<file path="config.mk">
export PLATFORM = sky130hd
export DESIGN_NAME = multi_cycle_adder
export DESIGN_NICKNAME = d
export VERILOG_FILES = /design/src/rtl/multi_cycle_adder.sv
export SDC_FILE = /design/constraint.sdc
export NUM_CORES = 1
export LEC_CHECK = 0
export CAP_MARGIN = 5
export CORE_MARGIN = 3
export CORE_UTILIZATION = 50
export DETAILED_ROUTE_END_ITERATION = 6
export GPL_ROUTABILITY_DRIVEN = 0
export GPL_TIMING_DRIVEN = 0
export PLACE_DENSITY = 0.78
export SETUP_SLACK_MARGIN = 0.02
export SYNTH_ARGS = -nofsm -noshare
export SYNTH_HDL_FRONTEND = slang
export SYNTH_SLANG_ARGS = --single-unit
</file>
<file path="constraint.sdc">
create_clock -name CLK -period 4.8 [get_ports CLK]
set_clock_uncertainty 0.05 [all_clocks]
set_input_delay 1.44 -clock CLK [delete_from_list [all_inputs] [get_ports CLK]]
set_output_delay 1.44 -clock CLK [all_outputs]
set_load 0.02 [all_outputs]
</file>
<file path="src/rtl/multi_cycle_adder.sv">
// Multi-cycle adder/subtractor: adds CHUNK bits per clock, LSB chunk first,
// and presents the result and flags together with a one-cycle Done pulse.
module multi_cycle_adder #(
  parameter int WIDTH = 16,
  parameter int CHUNK = 4
) (
  input  logic             CLK,
  input  logic             Reset,
  input  logic             Start,
  input  logic [1:0]       Mode,
  input  logic [WIDTH-1:0] A,
  input  logic [WIDTH-1:0] B,
  input  logic             Cin,
  output logic             Busy,
  output logic             Done,
  output logic [WIDTH-1:0] Out,
  output logic             Cout,
  output logic             Ovf,
  output logic             Zero
);

  localparam int N  = WIDTH / CHUNK;
  localparam int CW = (N > 1) ? $clog2(N) : 1;
  localparam logic [CW-1:0] LAST = CW'(N - 1);

  typedef enum logic [1:0] {IDLE, RUN, DONE} state_t;

  state_t           state;
  logic [WIDTH-1:0] a_q;
  logic [WIDTH-1:0] b_q;
  logic [WIDTH-1:0] res;
  logic [CW-1:0]    cnt;
  logic             carry;

  logic [CHUNK:0]   chunk_sum;
  logic [WIDTH-1:0] res_next;
  logic             b_inv;
  logic             cin_eff;
  logic             msb_ovf;

  // Operands shift right each RUN cycle, so the active chunk always sits in the
  // low CHUNK bits; B is stored already inverted for the subtract modes.
  always_comb begin
    b_inv     = Mode[0];
    cin_eff   = Mode[1] ? Cin : Mode[0];
    chunk_sum = {1'b0, a_q[CHUNK-1:0]} + {1'b0, b_q[CHUNK-1:0]} + (CHUNK+1)'(carry);
    res_next  = (res >> CHUNK) | (WIDTH'(chunk_sum[CHUNK-1:0]) << (WIDTH - CHUNK));
    msb_ovf   = (a_q[CHUNK-1] == b_q[CHUNK-1]) && (chunk_sum[CHUNK-1] != a_q[CHUNK-1]);
  end

  always_ff @(posedge CLK) begin
    if (!Reset) begin
      state <= IDLE;
      a_q   <= '0;
      b_q   <= '0;
      res   <= '0;
      cnt   <= '0;
      carry <= 1'b0;
      Busy  <= 1'b0;
      Done  <= 1'b0;
      Out   <= '0;
      Cout  <= 1'b0;
      Ovf   <= 1'b0;
      Zero  <= 1'b0;
    end else begin
      case (state)
        IDLE, DONE: begin
          Done <= 1'b0;
          if (Start) begin
            a_q   <= A;
            b_q   <= b_inv ? ~B : B;
            carry <= cin_eff;
            cnt   <= '0;
            Busy  <= 1'b1;
            state <= RUN;
          end else begin
            state <= IDLE;
          end
        end
        RUN: begin
          a_q   <= a_q >> CHUNK;
          b_q   <= b_q >> CHUNK;
          res   <= res_next;
          carry <= chunk_sum[CHUNK];
          cnt   <= cnt + CW'(1);
          // Last chunk: its MSB is the word MSB, so the flags come from here.
          if (cnt == LAST) begin
            Busy  <= 1'b0;
            Done  <= 1'b1;
            Out   <= res_next;
            Cout  <= chunk_sum[CHUNK];
            Ovf   <= msb_ovf;
            Zero  <= (res_next == '0);
            state <= DONE;
          end
        end
        default: begin
          Busy  <= 1'b0;
          Done  <= 1'b0;
          state <= IDLE;
        end
      endcase
    end
  end

endmodule

</file>
After elaboration in Yosys (flattened, before gate mapping)
Cells that the tools add are included.

Flip-flop bits (word level): 74. Word-level logic and storage cells: 49.

Multiplexer cells: 16. Add/subtract/negate cells: 3. Equal/unequal tests: 7. Reductions and logical operators: 9. Bitwise logic cells: 2.

Operators by type and width (count): 16-bit case mux with 2 select lines (2); 16-bit 2-to-1 mux (3); 16-bit logical NOT (1); 16-bit inverter (1); 12-bit by 16-bit OR with 16-bit output (1); 2-bit case mux with 2 select lines (2); 2-bit AND reduction (4); 4-bit by 4-bit adder with 5-bit output (1); 5-bit by 1-bit adder with 5-bit output (1); 1-bit 2-to-1 mux (5); 2-bit equality test, second input constant (2); 2-bit 2-to-1 mux (2); 2-bit inequality test, second input constant (2); 1-bit case mux with 2 select lines (2); 2-bit by 1-bit adder with 2-bit output, second input constant (1); 2-bit by 1-bit equality test with 1-bit output, second input constant (1); 2-bit logical NOT (1); 2-bit nonzero test (1); 2-bit OR reduction (1); 1-bit equality test (1); 1-bit logical AND (1); 1-bit inequality test (1).

Depth between registers and ports, before layout
Gate-level depths: netlist (run 1).

Word-level depth: 4. Gate-level depth with buffers: 6.

Least setup slack after synthesis (run 1)
OpenSTA, ideal clock, no wires.

Kind: in2reg. Start: in Mode[0]. End: reg b_q[10]. Data arrival time: 2.144 ns. Buffers on the path: 2. Slack: 2.474 ns. Cell stages on the path: 5. Cells stage by stage: buf_2 > buf_4 > xor2_1 > a22oi_1 > a21oi_1.

Cells in the longest elaborated chain, start to end: 3.

Ends and longest elaborated chain: from (decl) (line 10) `input logic [1:0] Mode,`; 16-bit 2-to-1 mux (line 71) `b_q <= b_inv ? ~B : B;`; 16-bit 2-to-1 mux (line 69) `if (Start) begin`; 16-bit case mux with 2 select lines (line 66) `case (state)`; to (signal assigned) (line 71); to (signal assigned) (line 82) `b_q <= b_q >> CHUNK;`; to (decl) (line 30) `logic [WIDTH-1:0] b_q;`.

Every way passes these cells. The select of a mux whose other input is x is not followed. A chain may end at the register's enable or synchronous reset.

Worst setup path in the final report (run 1)
Start: reg Ovf. End: out Ovf.

RTL lines: from (decl) (line 18) `output logic Ovf,`; from (signal assigned) (line 92) `Ovf <= msb_ovf;`.

No word-level cell between the ends.

==> summary.md, run 1 <==
| Metric | Value |
|---|---|
| Slew @ Worst Pin | `519.5 ps` |
| Minimum clock period | `2799 ps` |
| Max-slew headroom | `0.6537` |
| Most used DFF post-synth | `dfxtp_1` |
| Die W | `82.74 µm` |
| CP top delay family | `buffers and inverters` |
| Row cnt | `27` |
| # H-tree levels | `3` |
| Commonest cells after routing, fill and taps aside | `nand2_1 (71), dfxtp_1 (70), clkdlybuf4s50_1 (57)` |
| Yosys Warn Count | `0` |
| Startpoint Class | `flip-flop` |
| Cell Pwr Density | `346.8 mW/mm²` |
| Max cap viols | `0` |
| Hold buffers post-CTS | `0` |
| Static Leakage | `1.411 nW` |
| CP Class | `flip-flop to output port` |
| Sequential-to-total area share from yosys stat | `0.4760` |
| CTS buffer count | `9` |
| Post-CTS Repair Setup Buffers | `0` |
| Hold path startpoint | `Out[1]` |
| Worst Setup SP | `Ovf` |
| DRC viols | `0` |
| Fin. Hold Viols | `0` |
| Share of layout cells above drive strength 1 | `0.1312` |
| Mapped Cells | `331` |
| Root buf cell | `clkbuf_8` |
| Most common cell after layout, fill and taps aside | `nand2_1` |
| Final ANT Viol Nets | `0` |
| Post-route insts no fill | `476` |
| Synthesized flop and latch total | `70` |
| I/O pin cnt | `59` |
| Core Area | `0.005608 mm²` |
| Diodes inserted | `0` |
| Largest net degree at the start of global routing | `13` |
| Die area | `0.006845 mm²` |
| Fmax | `0.3572 GHz` |
| DR pass1 iterations | `5` |
| # nets final | `443` |
| CTS Sinks | `70` |
| Via count | `2592` |
| Finish-stage setup viols | `0` |
| Max FO, Critical Path | `2` |
| Fin crit share | `0.5832` |
| Vias per cell | `5.445` |
| CTS Buffer Depth | `2` |
| First-pass GRT wire length | `11.23 mm` |
| Area delta synth->final | `30.05%` |
| Clock Latency Late Sink | `340 ps` |
| Distinct cells, synth | `32` |
| Area of the mapped netlist | `0.002944 mm²` |
| Hpwl dp | `5.024 mm` |
| Worst hold path type | `flip-flop to flip-flop` |
| Slowest-stage cell, CP | `clkdlybuf4s50_1` |
| Die height | `82.74 µm` |
| Initial antenna violation count | `0` |
| Vias in the first global route | `2439` |
| Pins Over Slew Limit | `0` |
| Arr. time, crit path | `1310 ps` |
| Post-synth EDFFs | `0` |
| Fin Setup TNS | `0 ps` |
| Placed Cells | `460` |
| Synthesized area per cell | `8.894 µm²` |
| Total Routing Usage GR | `0.2177` |
| Worst endpoint required time | `3310 ps` |
| Async set-reset flop share out of synthesis | `0` |
| Worst Path Buf+Inv | `1` |
| R2R Path Start | `a_q[0]` |
| Status | `finished clean` |
| Port bufs | `57` |
| Avg WL per Cell | `14.57 µm` |
| Post-Route WL | `6.937 mm` |
| Initial DRC count | `205` |
| Reg clk slew, reported paths | `70 ps` |
| Max IR drop VDD | `0.2626 mV` |
| Slowest cell delay on critical path | `610 ps` |
| CTS tree | `built` |
| Initial Utilization | `0.5250` |
| Post-CTS sizing | `0` |
| Crit. End Element | `output port` |
| Filler Cell Count | `493` |
| RSZ-0062 raised after global routing | `false` |
| Grt total ovfl | `0` |
| Mapped Nets | `375` |
| Crit-path cells | `clkdlybuf4s50_1` |
## path summary, 6_finish.rpt
kind	to	depth (start not counted)	slack [ps]
hold reg to reg	Out[1]	2	400
setup / recovery	Ovf	1	2000
hold / removal	Out[1]	2	400
setup reg to reg	Zero	6	2540
## logic make-up (layout without fill, tap and decap cells)
| kind of cell | count (synthesis) | in the layout | synth area share |
|---|---|---|---|
| buffers and inverters | 27 | 100 | 0.05737 |
| xor gates and xnor gates | 19 | 19 | 0.05652 |
| AOI/OAI and AO/OA | 97 | 97 | 0.2129 |
| muxes | 1 | 1 | 0.003825 |
| DFF | 70 | 70 | 0.4760 |
| adders and majority gates | 6 | 6 | 0.03060 |
| and+or+nand+nor | 111 | 111 | 0.1628 |
## cell usage after synthesis (all sizes together), types with 3 or more instances
| cell type | instances | share of area |
|---|---|---|
| nand2 | 73 | 0.095 |
| dfxtp | 70 | 0.48 |
| a21oi | 53 | 0.10 |
| a22oi | 34 | 0.087 |
| nor2 | 24 | 0.036 |
| buf | 22 | 0.051 |
| xor2 | 19 | 0.057 |
| clkbuf | 4 | 0.0051 |
| ha | 4 | 0.017 |
| nor4 | 4 | 0.0085 |
| nand3 | 3 | 0.0051 |
| o21ai | 3 | 0.0051 |
## metal layers
metal	global-route usage	up-vias	wire length (µm)
met2	0.3790	86	3424
li1	-	1277	-
met5	0	-	0
met1	0.2681	1224	3017
met3	0.05965	5	441
met4	0.04739	0	55
## through the flow
| step | utilization | hold WS [ps] | area, µm² | setup slack, ps | total power [mW] |
|---|---|---|---|---|---|
| floorplan | - | 385.6 | 2944 | 2474 | 0.7446 |
| global placement | 0.6428 | 392.0 | 3605 | 1768 | 0.8073 |
| detailed placement | 0.6428 | 398.0 | 3605 | 1771 | 0.8115 |
| CTS | 0.6827 | 407.8 | 3829 | 1997 | 1.329 |
| global route | 0.6827 | 425.6 | 3829 | 1947 | 1.377 |
| finish | 0.6827 | 405.0 | 3829 | 2001 | 1.328 |
## report_power, final
part	switching, mW	leakage, nW	internal (mW)
Clock	0.220	0.102	0.307
Sequential	0.0185	0.570	0.607
Combinational	0.0928	0.739	0.0825
Total	0.331	1.41	0.996
## area by class of cell
class	count	area [µm²]	area share
well taps	72	90.09	0.02353
inverters	1	3.754	0.0009804
plain buffers	26	165.2	0.04314
flip-flops and latches	70	1401	0.3660
clock inverters	5	82.58	0.02157
repair buffers	57	570.5	0.1490
multi-input cells	234	1374	0.3588
clock buffers	11	141.4	0.03693
## registers in the layout, summed over array words and instances, names as in the netlist
name	count
Ovf	1
Out	16
Done	1
cnt	2
carry	1
a_q	16
Busy	1
res	12
b_q	16
state	2
Cout	1
Zero	1
Power figures use the tool's default switching activity.
==> run 2, diff against run 1 <==
--- a/config.mk
+++ b/config.mk
@@ -7,11 +7,11 @@
 export LEC_CHECK = 0
 export CAP_MARGIN = 5
 export CORE_MARGIN = 3
-export CORE_UTILIZATION = 50
+export CORE_UTILIZATION = 46
 export DETAILED_ROUTE_END_ITERATION = 6
 export GPL_ROUTABILITY_DRIVEN = 0
 export GPL_TIMING_DRIVEN = 0
-export PLACE_DENSITY = 0.78
+export PLACE_DENSITY = 0.75
 export SETUP_SLACK_MARGIN = 0.02
 export SYNTH_ARGS = -nofsm -noshare
 export SYNTH_HDL_FRONTEND = slang
==> constraint.sdc (replaced) <==
create_clock -name CLK -period 2.4 [get_ports CLK]
set_clock_uncertainty 0.05 [all_clocks]
set_input_delay 0.72 -clock CLK [delete_from_list [all_inputs] [get_ports CLK]]
set_output_delay 0.72 -clock CLK [all_outputs]
set_load 0.02 [all_outputs]
==> summary.md, run 2 (synthesis results as in run 1) <==
| Metric | Value |
|---|---|
| Status | `finished clean` |
| Startpoint Class | `flip-flop` |
| Hpwl dp | `5.002 mm` |
| Initial Utilization | `0.4858` |
| Worst hold path type | `flip-flop to flip-flop` |
| Arr. time, crit path | `2450 ps` |
| Clock power share | `0.330` |
| Pint | `1.771 mW` |
| Setup WS pre-CTS | `113.5 ps` |
| Filler Cell Count | `566` |
| Top Registers | `Out: 16 flops, a_q: 16 flops, b_q: 16 flops` |
| FF-to-FF End | `Zero` |
| Vias per cell | `5.356` |
| Setup ws final | `190.0 ps` |
| Hold path startpoint | `Out[0]` |
| Die height | `86 µm` |
| Diodes inserted | `0` |
| Logic pwr share | `0.147` |
| Slowest-stage cell, CP | `fa_1` |
| Clock Latency Late Sink | `340 ps` |
| Port bufs | `57` |
| Placed Cells | `463` |
| Max FO, Critical Path | `3` |
| Commonest cells after routing, fill and taps aside | `nand2_1 (71), dfxtp_1 (70), clkdlybuf4s50_1 (57)` |
| # H-tree levels | `3` |
| Cell Pwr Density | `634.1 mW/mm²` |
| Max-slew headroom | `0.6788` |
| Avg WL per Cell | `14.09 µm` |
| Fin Setup TNS | `0 ps` |
| CTS buffer count | `9` |
| Max cap viols | `0` |
| Net switching power figure | `0.6196 mW` |
| Via count | `2555` |
| R2R Path Start | `a_q[0]` |
| Fin. Hold Viols | `0` |
| CTS tree | `built` |
| CTS Buffer Depth | `2` |
| Final ANT Viol Nets | `0` |
| I/O pin cnt | `59` |
| Cell area after layout | `0.003770 mm²` |
| RSZ-0062 raised after global routing | `false` |
| Reg clk slew, reported paths | `70 ps` |
| Crit-path cells | `fa_1 -> fa_1 -> nor4_2 -> nand4_1 -> nor4_1 -> a32o_1` |
| Most common cell after layout, fill and taps aside | `nand2_1` |
| Post-route insts no fill | `477` |
| Die area | `0.007396 mm²` |
| Tot Pwr | `2.390 mW` |
| Vias in the first global route | `2495` |
| CP Class | `flip-flop to flip-flop` |
| CTS Sinks | `70` |
| Placed standard-cell area | `0.003608 mm²` |
| Share of layout cells above drive strength 1 | `0.1269` |
| Worst endpoint required time | `2640 ps` |
| R2r setup slk | `190 ps` |
| Crit path top cell by count | `fa_1` |
| Post-CTS sizing | `0` |
| Hold Path Sink | `Out[0]` |
| Static Leakage | `1.392 nW` |
| Total Routing Usage GR | `0.1966` |
| CP top delay family | `adder cells` |
| Largest net degree at the start of global routing | `11` |
| Worst Path Buf+Inv | `0` |
| Hold Path Depth | `2` |
| Grt total ovfl | `0` |
| Area delta synth->final | `28.05%` |
| Slowest cell delay on critical path | `530 ps` |
| FF-to-FF path depth | `6` |
| Fin crit share | `0.9208` |
| DRC viols | `0` |
| Hold buffers post-CTS | `0` |
| Max IR drop VDD | `0.4291 mV` |
| Root buf cell | `clkbuf_8` |
| Crit. End Element | `flip-flop` |
| Post-Route WL | `6.719 mm` |
| Post-CTS Repair Setup Buffers | `0` |
| Sequential share of power | `0.523` |
| Minimum clock period | `2210 ps` |
| Die W | `86 µm` |
| Initial DRC count | `95` |
| First-pass GRT wire length | `11.46 mm` |
| Initial antenna violation count | `0` |
| Pins Over Slew Limit | `0` |
| # nets final | `443` |
| Finish-stage setup viols | `0` |
| DR pass1 iterations | `4` |
| Slew @ Worst Pin | `481.8 ps` |
| Fmax | `0.4525 GHz` |
| Row cnt | `28` |
| Core Area | `0.006061 mm²` |
| Sw Ratio | `0.2592` |
==> run 2: changes by cell type in the layout (fill, tap and decap cells not counted), sizes merged <==
cell,previous run,this run
bufinv,2,0
clkbuf,15,16
clkinv,0,2
clkinvlp,3,0
==> run 2: power by group through the flow <==
stage	registers, mW	logic, mW	clock network, mW
3_5_place_dp	1.28	0.349	0
6_report	1.25	0.351	0.789
5_1_grt	1.26	0.394	0.857
3_3_place_gp	1.27	0.342	0
2_1_floorplan	1.27	0.221	0
4_1_cts	1.25	0.351	0.796
==> run 2: how the worst max path moves through the flow <==
stage | slack, ps | start | endpoint | cells past startpoint
floorplan | 410 | a_q[0] | Zero | 6
global route | 30 | a_q[0] | Zero | 6
detailed placement | 110 | Reset | Out[1] | 5
CTS | 120 | a_q[0] | Zero | 6
global placement | 120 | Reset | Out[2] | 5
finish | 190 | a_q[0] | Zero | 6
==> run 2: tightest hold or removal path: cells and delay by family (launching register included) <==
kind,cells,cell delay [ps]
DFF,1,310
and+or+nand+nor,1,50
AOI/OAI and AO/OA,1,50
==> run 2: routing by layer <==
layer	track usage	up-vias	wire length [µm]
met5	0	-	0
met4	0.04604	0	70
met3	0.06532	9	385
met2	0.3427	64	3447
met1	0.2330	1215	2817
li1	-	1267	-
==> run 2: per-stage QoR <==
stage | hold WS [ps] | utilization
floorplan | 385.6 | -
finish | 406.0 | 0.6220
global route | 424.3 | 0.6220
detailed placement | 399.0 | 0.5954
global placement | 392.0 | 0.5954
CTS | 408.0 | 0.6210
==> run 2: cell type report <==
type	count	area (µm²)	area share
inverter	1	3.754	0.0009957
buffer	26	165.2	0.04381
sequential	70	1401	0.3717
multi-input combinational	234	1380	0.3661
clock buffer	12	145.1	0.03850
timing repair buffer	57	570.5	0.1513
clock inverter	2	10.01	0.002655
tap	75	93.84	0.02489
==> run 3, diff against run 2 <==
--- a/config.mk
+++ b/config.mk
@@ -11,7 +11,8 @@
 export DETAILED_ROUTE_END_ITERATION = 6
 export GPL_ROUTABILITY_DRIVEN = 0
 export GPL_TIMING_DRIVEN = 0
-export PLACE_DENSITY = 0.75
+export MAX_ROUTING_LAYER = met4
+export PLACE_DENSITY = 0.73
 export SETUP_SLACK_MARGIN = 0.02
 export SYNTH_ARGS = -nofsm -noshare
 export SYNTH_HDL_FRONTEND = slang
==> summary.md, run 3 (synthesis results as in run 1) <==
| Metric | Value |
|---|---|
| Status | `finished clean` |
| FF-to-FF End | `Zero` |
| Core Area | `0.006061 mm²` |
| CTS buffer count | `9` |
| Max IR drop VDD | `0.4288 mV` |
| Minimum clock period | `2204 ps` |
| Slowest cell delay on critical path | `480 ps` |
| GRT met3 Usage | `0.04995` |
| Diodes inserted | `0` |
| Hold_ws | `402.5 ps` |
| Initial antenna violation count | `0` |
| Avg WL per Cell | `13.90 µm` |
| FF-to-FF path depth | `6` |
| CTS Sinks | `70` |
| Pins Over Slew Limit | `0` |
| RSZ-0062 raised after global routing | `false` |
| Worst hold path type | `flip-flop to flip-flop` |
| Die height | `86 µm` |
| Arr. time, crit path | `2440 ps` |
| Most common cell after layout, fill and taps aside | `nand2_1` |
| DR pass1 iterations | `7` |
| Worst Setup SP | `a_q[0]` |
| Final ANT Viol Nets | `0` |
| CP top delay family | `adder cells` |
| Top Registers | `Out: 16 flops, a_q: 16 flops, b_q: 16 flops` |
| I/O pin cnt | `59` |
| Total Routing Usage GR | `0.2009` |
| Root buf cell | `clkbuf_8` |
| Max-slew headroom | `0.6579` |
| Clock Latency Late Sink | `340 ps` |
| GR Util met2 | `0.3231` |
| Met1 Resource Use GR | `0.2411` |
| Static Leakage | `1.400 nW` |
| CP Class | `flip-flop to flip-flop` |
| Fin crit share | `0.9182` |
| Setup crit end | `Zero` |
| Grt total ovfl | `0` |
| Die area | `0.007396 mm²` |
| Via count | `2498` |
| Levels on crit path | `6` |
| # nets final | `443` |
| Row cnt | `28` |
| Initial Utilization | `0.4858` |
| Slew @ Worst Pin | `513.2 ps` |
| Crit path top cell by count | `nor4_2` |
| CTS Buffer Depth | `2` |
| Fin. Hold Viols | `0` |
| Vias in the first global route | `2474` |
| Vias per cell | `5.237` |
| Largest net degree at the start of global routing | `11` |
| Port bufs | `57` |
| # H-tree levels | `3` |
| Cell Pwr Density | `646.9 mW/mm²` |
| Worst endpoint required time | `2630 ps` |
| Crit. End Element | `flip-flop` |
| Max cap viols | `0` |
| CTS tree | `built` |
| Filler Cell Count | `560` |
| Worst Path Buf+Inv | `0` |
| Global routing's busiest layer | `met2` |
| Commonest cells after routing, fill and taps aside | `nand2_1 (71), dfxtp_1 (70), clkdlybuf4s50_1 (57)` |
| R2r setup slk | `200 ps` |
| First-pass GRT wire length | `11.34 mm` |
| Max FO, Critical Path | `3` |
| Finish-stage setup viols | `0` |
| Startpoint Class | `flip-flop` |
| Slowest-stage cell, CP | `fa_2` |
| Initial DRC count | `136` |
| Area delta synth->final | `28.98%` |
| Share of layout cells above drive strength 1 | `0.1343` |
| Fin Setup TNS | `0 ps` |
| Die W | `86 µm` |
| Reg clk slew, reported paths | `60 ps` |
| Crit-path cells | `fa_1 -> fa_2 -> nor4_2 -> nand4_1 -> nor4_2 -> a32o_1` |
| R2R Path Start | `a_q[0]` |
| Hpwl dp | `4.879 mm` |
| Fmax | `0.4538 GHz` |
| DRC viols | `0` |
| Post-Route WL | `6.630 mm` |
run 3: cell count changes in the layout (fill, tap and decap cells not counted):
cell / previous run / this run
fa_2: 0 / 1
clkbuf_8: 10 / 12
fa_1: 2 / 1
clkbuf_1: 6 / 5
nor4_1: 3 / 2
nor4_2: 1 / 2
clkinv_2: 2 / 1
run 3: worst min-delay path: cells and delay by family, from the launching register on:
| family | cells | cell delay (ps) |
|---|---|---|
| DFF | 1 | 310 |
| and+or+nand+nor | 1 | 50 |
| AOI/OAI and AO/OA | 1 | 50 |
run 3: worst min-delay path by stage:
stage | start | endpoint | depth (start not counted)
floorplan | b_q[2] | b_q[2] | 2
global route | Out[3] | Out[3] | 2
detailed placement | a_q[7] | a_q[7] | 2
finish | a_q[7] | a_q[7] | 2
CTS | a_q[7] | a_q[7] | 2
global placement | b_q[7] | b_q[7] | 2
run 3: routing by layer:
layer | up-vias | routed length, µm | part of all wire
met5 | - | 0 | 0
met4 | 0 | 92 | 0.014
met3 | 11 | 347 | 0.052
met2 | 65 | 3264 | 0.49
met1 | 1151 | 2925 | 0.44
li1 | 1271 | - | -
run 3: layout make-up:
cell class	instances	area [µm²]	share of cell area
Sequential cell	70	1401	0.3690
Multi-Input combinational cell	234	1389	0.3657
Clock buffer	13	168.9	0.04448
Buffer	26	165.2	0.04349
Inverter	1	3.754	0.0009885
Timing Repair Buffer	57	570.5	0.1502
Clock inverter	1	5.005	0.001318
Tap cell	75	93.84	0.02471
run 3: metrics by stage:
stage          utilization  std cells  instance area (µm²)  setup WS [ps]  total power [mW]
6_report            0.6265        477                 3797          196.3             2.456
5_1_grt             0.6265        477                 3797          87.78             2.564
4_1_cts             0.6251        477                 3789          50.44             2.472
3_5_place_dp        0.5954        463                 3608          34.56             1.625
3_3_place_gp        0.5954        463                 3608          113.9             1.617
2_1_floorplan            -        331                 2944          405.7             1.489
run 3: what timing repair did:
action                     CTS  global route
hold endpoints to repair     0             0
hold buffers                 0             0
setup endpoints to repair    1             1
setup buffers                0             0
resized for setup            1             2
run 3: power by group:
group          switching, mW  leakage (nW)  internal [mW]
combinational          0.185         0.738          0.168
sequential            0.0356         0.570           1.21
clock                  0.406        0.0914          0.447
total                  0.627          1.40           1.83
